$ cat src/rtl/alu_pkg.sv
// rtl/alu_pkg.sv - shared op codes, state encoding and helpers for the nibble ALU sequencer
package alu_pkg;

   localparam int NIB_W = 4;

   localparam logic [2:0] OP_ADD = 3'b000;
   localparam logic [2:0] OP_SUB = 3'b001;
   localparam logic [2:0] OP_AND = 3'b010;
   localparam logic [2:0] OP_OR  = 3'b011;
   localparam logic [2:0] OP_XOR = 3'b100;
   localparam logic [2:0] OP_NOP = 3'b111;

   typedef enum logic [1:0] {
      S_IDLE = 2'd0,
      S_PASS = 2'd1,
      S_FIX  = 2'd2,
      S_DONE = 2'd3
   } state_e;

   // Only ADD and SUB chain a carry/borrow between nibbles.
   function automatic logic is_arith(input logic [2:0] op);
      return (op == OP_ADD) || (op == OP_SUB);
   endfunction

endpackage

$ cat src/rtl/alu_nibble_sequencer_if.sv
// rtl/alu_nibble_sequencer_if.sv - command, response and 4-bit ALU signals of the sequencer
// slave is the sequencer's view; master is the command source, response sink and ALU.
interface alu_nibble_sequencer_if #(parameter int NIBBLES = 2);

   localparam int W = 4 * NIBBLES;

   logic         cmd_valid;
   logic         cmd_ready;
   logic [2:0]   cmd_op;
   logic [W-1:0] cmd_a;
   logic [W-1:0] cmd_b;

   logic         rsp_valid;
   logic         rsp_ready;
   logic [W-1:0] rsp_data;
   logic         rsp_carry;
   logic         rsp_zero;

   logic [3:0]   alu_a;
   logic [3:0]   alu_b;
   logic [2:0]   alu_sel;
   logic [3:0]   alu_out;
   logic         alu_carry;

   modport slave (
      input  cmd_valid, cmd_op, cmd_a, cmd_b, rsp_ready, alu_out, alu_carry,
      output cmd_ready, rsp_valid, rsp_data, rsp_carry, rsp_zero, alu_a, alu_b, alu_sel
   );

   modport master (
      output cmd_valid, cmd_op, cmd_a, cmd_b, rsp_ready, alu_out, alu_carry,
      input  cmd_ready, rsp_valid, rsp_data, rsp_carry, rsp_zero, alu_a, alu_b, alu_sel
   );

endinterface

$ cat src/rtl/alu_nibble_sequencer.sv
// rtl/alu_nibble_sequencer.sv - runs wide ADD/SUB/logic ops through an external 4-bit ALU
// One nibble per PASS cycle, LSB first; a pending carry costs one FIX cycle on the next nibble.
module alu_nibble_sequencer
   import alu_pkg::*;
#(
   parameter int NIBBLES = 2
) (
   input logic                  clk,
   input logic                  rst,
   alu_nibble_sequencer_if.slave bus
);

   localparam int W  = NIB_W * NIBBLES;
   localparam int IW = (NIBBLES > 1) ? $clog2(NIBBLES) : 1;
   localparam logic [IW-1:0] LAST_IDX = IW'(NIBBLES - 1);

   state_e        state_q;
   logic [IW-1:0] idx_q;
   logic [2:0]    op_q;
   logic [W-1:0]  a_q;
   logic [W-1:0]  b_q;
   logic [W-1:0]  res_q;
   logic [W-1:0]  res_d;
   logic          pend_q;
   logic          c1_q;
   logic          carry_q;
   logic          zero_q;
   logic [IW+1:0] bit_lo;
   logic          arith;
   logic          last;
   logic          fix_carry;

   assign bit_lo    = {idx_q, 2'b00};
   assign arith     = is_arith(op_q);
   assign last      = (idx_q == LAST_IDX);
   assign fix_carry = c1_q | bus.alu_carry;

   always_comb begin
      res_d = res_q;
      res_d[bit_lo +: NIB_W] = bus.alu_out;
   end

   always_comb begin
      bus.alu_a   = '0;
      bus.alu_b   = '0;
      bus.alu_sel = OP_NOP;
      if (state_q == S_PASS) begin
         bus.alu_a   = a_q[bit_lo +: NIB_W];
         bus.alu_b   = b_q[bit_lo +: NIB_W];
         bus.alu_sel = op_q;
      end else if (state_q == S_FIX) begin
         bus.alu_a   = res_q[bit_lo +: NIB_W];
         bus.alu_b   = 4'h1;
         bus.alu_sel = op_q;
      end
   end

   assign bus.cmd_ready = (state_q == S_IDLE);
   assign bus.rsp_valid = (state_q == S_DONE);
   assign bus.rsp_data  = res_q;
   assign bus.rsp_carry = carry_q;
   assign bus.rsp_zero  = zero_q;

   always_ff @(posedge clk or posedge rst) begin
      if (rst) begin
         state_q <= S_IDLE;
         idx_q   <= '0;
         op_q    <= OP_NOP;
         a_q     <= '0;
         b_q     <= '0;
         res_q   <= '0;
         pend_q  <= 1'b0;
         c1_q    <= 1'b0;
         carry_q <= 1'b0;
         zero_q  <= 1'b0;
      end else begin
         case (state_q)
            S_IDLE: begin
               if (bus.cmd_valid) begin
                  op_q    <= bus.cmd_op;
                  a_q     <= bus.cmd_a;
                  b_q     <= bus.cmd_b;
                  idx_q   <= '0;
                  pend_q  <= 1'b0;
                  res_q   <= '0;
                  carry_q <= 1'b0;
                  zero_q  <= 1'b0;
                  state_q <= S_PASS;
               end
            end
            S_PASS: begin
               res_q <= res_d;
               c1_q  <= bus.alu_carry;
               if (arith && pend_q) begin
                  state_q <= S_FIX;
               end else begin
                  pend_q <= arith & bus.alu_carry;
                  if (last) begin
                     carry_q <= arith & bus.alu_carry;
                     zero_q  <= (res_d == '0);
                     state_q <= S_DONE;
                  end else begin
                     idx_q <= idx_q + IW'(1);
                  end
               end
            end
            S_FIX: begin
               // The raw pass and the +1 correction can never both carry out.
               res_q  <= res_d;
               pend_q <= fix_carry;
               if (last) begin
                  carry_q <= fix_carry;
                  zero_q  <= (res_d == '0);
                  state_q <= S_DONE;
               end else begin
                  idx_q   <= idx_q + IW'(1);
                  state_q <= S_PASS;
               end
            end
            S_DONE: begin
               if (bus.rsp_ready) begin
                  state_q <= S_IDLE;
               end
            end
            default: state_q <= S_IDLE;
         endcase
      end
   end

endmodule

$ cat src/flat_wrapper.sv
// flat-port wrapper written by rule: the top's interface ports become plain ports
module alu_nibble_sequencer_flat import alu_pkg::*;
#(
   parameter int NIBBLES = 2
)
  (clk, rst, bus_cmd_valid, bus_cmd_op, bus_cmd_a, bus_cmd_b, bus_rsp_ready, bus_alu_out, bus_alu_carry, bus_cmd_ready, bus_rsp_valid, bus_rsp_data, bus_rsp_carry, bus_rsp_zero, bus_alu_a, bus_alu_b, bus_alu_sel);
  alu_nibble_sequencer_if #(.NIBBLES(NIBBLES)) bus_i ();
  input logic clk;
  input logic rst;
  input wire logic [$bits(bus_i.cmd_valid)-1:0] bus_cmd_valid;
  input wire logic [$bits(bus_i.cmd_op)-1:0] bus_cmd_op;
  input wire logic [$bits(bus_i.cmd_a)-1:0] bus_cmd_a;
  input wire logic [$bits(bus_i.cmd_b)-1:0] bus_cmd_b;
  input wire logic [$bits(bus_i.rsp_ready)-1:0] bus_rsp_ready;
  input wire logic [$bits(bus_i.alu_out)-1:0] bus_alu_out;
  input wire logic [$bits(bus_i.alu_carry)-1:0] bus_alu_carry;
  output wire logic [$bits(bus_i.cmd_ready)-1:0] bus_cmd_ready;
  output wire logic [$bits(bus_i.rsp_valid)-1:0] bus_rsp_valid;
  output wire logic [$bits(bus_i.rsp_data)-1:0] bus_rsp_data;
  output wire logic [$bits(bus_i.rsp_carry)-1:0] bus_rsp_carry;
  output wire logic [$bits(bus_i.rsp_zero)-1:0] bus_rsp_zero;
  output wire logic [$bits(bus_i.alu_a)-1:0] bus_alu_a;
  output wire logic [$bits(bus_i.alu_b)-1:0] bus_alu_b;
  output wire logic [$bits(bus_i.alu_sel)-1:0] bus_alu_sel;
  assign bus_i.cmd_valid = bus_cmd_valid;
  assign bus_i.cmd_op = bus_cmd_op;
  assign bus_i.cmd_a = bus_cmd_a;
  assign bus_i.cmd_b = bus_cmd_b;
  assign bus_i.rsp_ready = bus_rsp_ready;
  assign bus_i.alu_out = bus_alu_out;
  assign bus_i.alu_carry = bus_alu_carry;
  assign bus_cmd_ready = bus_i.cmd_ready;
  assign bus_rsp_valid = bus_i.rsp_valid;
  assign bus_rsp_data = bus_i.rsp_data;
  assign bus_rsp_carry = bus_i.rsp_carry;
  assign bus_rsp_zero = bus_i.rsp_zero;
  assign bus_alu_a = bus_i.alu_a;
  assign bus_alu_b = bus_i.alu_b;
  assign bus_alu_sel = bus_i.alu_sel;
  alu_nibble_sequencer #(.NIBBLES(NIBBLES)) u_core (.clk(clk), .rst(rst), .bus(bus_i));
endmodule
$ cat config.mk
export PLATFORM = sky130hd
export DESIGN_NAME = alu_nibble_sequencer_flat
export DESIGN_NICKNAME = d
export VERILOG_FILES = /design/src/rtl/alu_pkg.sv /design/src/rtl/alu_nibble_sequencer_if.sv /design/src/rtl/alu_nibble_sequencer.sv /design/src/flat_wrapper.sv
export SDC_FILE = /design/constraint.sdc
export NUM_CORES = 1
export LEC_CHECK = 0
export BUFFER_PORTS_ARGS = -buffer_cell sky130_fd_sc_hd__buf_2
export CORE_AREA = 5 5 76 78
export DETAILED_ROUTE_END_ITERATION = 8
export DIE_AREA = 0 0 81 83
export GPL_TIMING_DRIVEN = 0
export PLACE_DENSITY_LB_ADDON = 0.3
export SYNTH_ARGS = -nofsm -noshare
export SYNTH_HDL_FRONTEND = slang
export SYNTH_SLANG_ARGS = --single-unit
$ cat constraint.sdc
create_clock -name clk -period 1.9 [get_ports clk]
set_input_delay 0 -clock clk [delete_from_list [all_inputs] [get_ports clk]]
set_output_delay 0 -clock clk [all_outputs]
set_load 0.02 [all_outputs]
==> metrics.md <==
| Metric | Value |
|---|---|
| Crit. Startpoint | `u_core.state_q[0]` |
| Post-synth EDFFs | `0` |
| Setup CP Type | `reg2reg` |
| Max-slew violation count | `0` |
| Antenna cells | `0` |
| Gr usage total | `14.7%` |
| RSZ-0062 raised after global routing | `yes` |
| CTS sink cnt | `34` |
| CP required | `2.07 ns` |
| FF+latch count, synth | `34` |
| Chip width | `about 81 um` |
| FP Rows | `26` |
| Post-synthesis async set-or-reset flop share | `100%` |
| Ports | `51` |
| Crit path largest cell delay | `between 0.4 and 0.5 ns` |
| Largest net degree at the start of global routing | `35` |
| Remaining DRCs | `0` |
| CTS Buffer Depth | `2` |
| Commonest non-fill, non-tap cell in the layout | `buf_2` |
| Clock-pin transition on the worst setup and hold timing paths | `0.07 ns` |
| Antenna Violating Nets Remaining | `0` |
| Yosys warns | `0` |
| Post-Syn Instances | `between 150 and 200` |
| Relative slew margins | `50.7%` |
| Worst Hold Launch | `bus_alu_out[3]` |
| Critical Path End Type | `flop` |
| Worst-margin pin slew | `0.738 ns` |
| Unique masters post-synth | `38` |
| Fillers | `between 400 and 500` |
| Seq/Total Area, Yosys | `44.2%` |
| Most frequent cells in the layout | `buf_2 (52), dfrtp_1 (30), mux2_2 (25)` |
| Clk Latency, worst-skew pair | `0.28 ns` |
| H-tree depth | `2` |
| Area Overhead vs Synth | `35.0%` |
| Clock skew | `about 0.0036 ns` |
| Crit path launch type | `flop` |
| Iter 0 DRT Violations | `between 100 and 150` |
| GP Congestion | `around 0.8` |
| Share of layout cells above drive strength 1 | `42.0%` |
| Crit-path leading delay family | `flip-flops` |
| Worst path cell trace | `inv_1 > ha_2 > nand2_2 > buf_4 > mux2_2` |
| Die Span Y | `slightly above 80 um` |
| PortBufs | `50` |
| Final setup violation count | `0` |
| Post-route setup TNS | `0 ns` |
| Mapped Nets | `around 210` |
| First-pass GRT wire length | `7.91 mm` |
| Dpl cell area | `approximately 2300 sq um` |
| VDD IR-drop max | `approximately 0.00096 V` |
| Die ar. | `a little under 7000 sq um` |
| Via count | `about 1600` |
| Final Non-Filler Cells | `between 300 and 400` |
| PwrDens | `~1700 nW/um^2` |
| R2r startpoint | `u_core.state_q[0]` |
| Final hold vios | `0` |
| Starting Density | `38.6%` |
| Fin area | `roughly 2600 sq um` |
| CTS root buf | `clkbuf_8` |
| Hold_ws | `between 0.015 and 0.02 ns` |
| Nets | `290` |
| Status | `finished, final reports clean` |
| 1st-pass router iterations | `4` |
| Fin crit share | `about 94%` |
| CTS tree | `yes` |
| Peak Freq | `0.559 GHz` |
| Placed insts | `297` |
| Buf/Inv on CP | `2` |
| Via density | `5.02` |
| Max FO, Critical Path | `10` |
| Vias in the first global route | `1623` |
| Gr ovfl total | `0` |
| Avg Cell Area, Syn | `10.9 sq um` |
| Initial antenna violation count | `0` |
| Max Cap Violations | `0` |
| Post-route minimum period | `approximately 1.8 ns` |
| HPWL after DPL | `around 3.2 mm` |
| Number of CTS-inserted buffers | `5` |
| Total wire length | `~4.7 mm` |
| Worst Hold Class | `in2reg` |
| Routed WL per cell | `around 15 um` |
| Mapped Area | `1930 sq um` |
| Crit path max-delay cell type | `dfrtp_1` |
| Lkg Pwr | `between 1 and 1.5 nW` |
| Worst EP arrival | `~2.0 ns` |
| Main flop type after synthesis | `dfrtp_1` |
| Core box area | `between 5000 and 6000 sq um` |
==> sequential cells by signal, indices dropped and copies added (netlist names) <==
name and cells:
u_core.a_q 8, u_core.b_q 8, u_core.bus.rsp_data 8, u_core.op_q 3, u_core.state_q 2, u_core.bus.rsp_carry 1
u_core.bus.rsp_zero 1, u_core.c1_q 1, u_core.idx_q 1, u_core.pend_q 1
==> report_power, final <==
| part | internal (mW) | switching [mW] | leakage (nW) | total [mW] |
|---|---|---|---|---|
| clock | 0.296 | 0.259 | 0.0455 | 0.555 |
| sequential | 1.09 | 0.234 | 0.413 | 1.32 |
| combinational | 1.16 | 1.34 | 0.771 | 2.50 |
==> synthesized netlist by cell type (all sizes together), types with 4 or more instances <==
cell type,n,area share (%)
dfrtp,31,40
mux2,25,15
nand2,12,2.3
inv,11,2.1
mux2i,11,5.7
o21ai,8,2.1
a22o,6,2.7
buf,6,2.2
ha,6,3.9
nor2,6,1.2
nand2b,5,1.6
nor2b,5,1.6
nor4,4,1.3
==> area by class of cell <==
cell class	instances	area [sq um]	share of cell area, %
well taps	70	87.6	3.35
repair buffers	72	468	17.9
flip-flops and latches	34	856	32.8
inverters	11	41.3	1.58
clock buffers	8	90.1	3.45
multi-input cells	123	1000	38.5
plain buffers	9	63.8	2.44
==> routing by layer <==
metal / wire, um / vias up / track usage, %
met5: 0 / - / 0
met4: 73 / 0 / 4.76
met1: 2080 / 780 / 19.6
met2: 2250 / 58 / 22.6
met3: 346 / 6 / 4.33
li1: - / 799 / -
==> cells by family (layout without fill, tap and decap cells) <==
kind of cell             after synthesis  count (layout)  synth area share, %
AO/OA/AOI/OAI                         30              30                 11.6
adder cells (fa/ha/maj)                6               6                 3.88
buffers and inverters                 20             100                 4.92
flip-flops                            34              34                 44.2
multiplexers                          36              36                 20.2
AND/OR/NAND/NOR                       51              51                 15.1
==> stage by stage <==
step | utilization (%) | setup slack, ns | power [mW]
floorplan | - | 0.0502 | 3.08
global placement | 45.4 | -0.166 | 3.68
detailed placement | 45.4 | -0.180 | 3.71
CTS | 51.3 | 0.0156 | 4.33
global route | 52.1 | -0.00706 | 4.71
finish | 52.1 | 0.110 | 4.37
==> worst min-delay path, delay by kind of cell <==
kind / cells / cell delay, ns
simple gates: 1 / 0.07
buf+inv: 1 / 0.12
compound gates: 1 / 0.07
==> repair_timing <==
| action | 4_1_cts | 5_1_grt |
|---|---|---|
| gates cloned | 0 | 0 |
| gates resized for setup | 6 | 10 |
| setup endpoints to repair | 24 | 30 |
| hold endpoints to repair | 20 | 31 |
| hold buffers | 20 | 1 |
| pin swaps | 0 | 0 |
| setup buffers | 0 | 1 |
==> path summary, 6_finish.rpt <==
check,cells after the start,slack (ns),endpoint
min reg2reg,1,0.50,u_core.b_q[0]
max reg2reg,5,0.11,u_core.b_q[5]
min in group asynchronous,3,0.39,u_core.a_q[2]
max in group asynchronous,3,1.00,u_core.state_q[1]
min,3,0.02,u_core.bus.rsp_data[7]
max,5,0.11,u_core.b_q[5]
No activity file was read; power rests on OpenSTA's default activity.
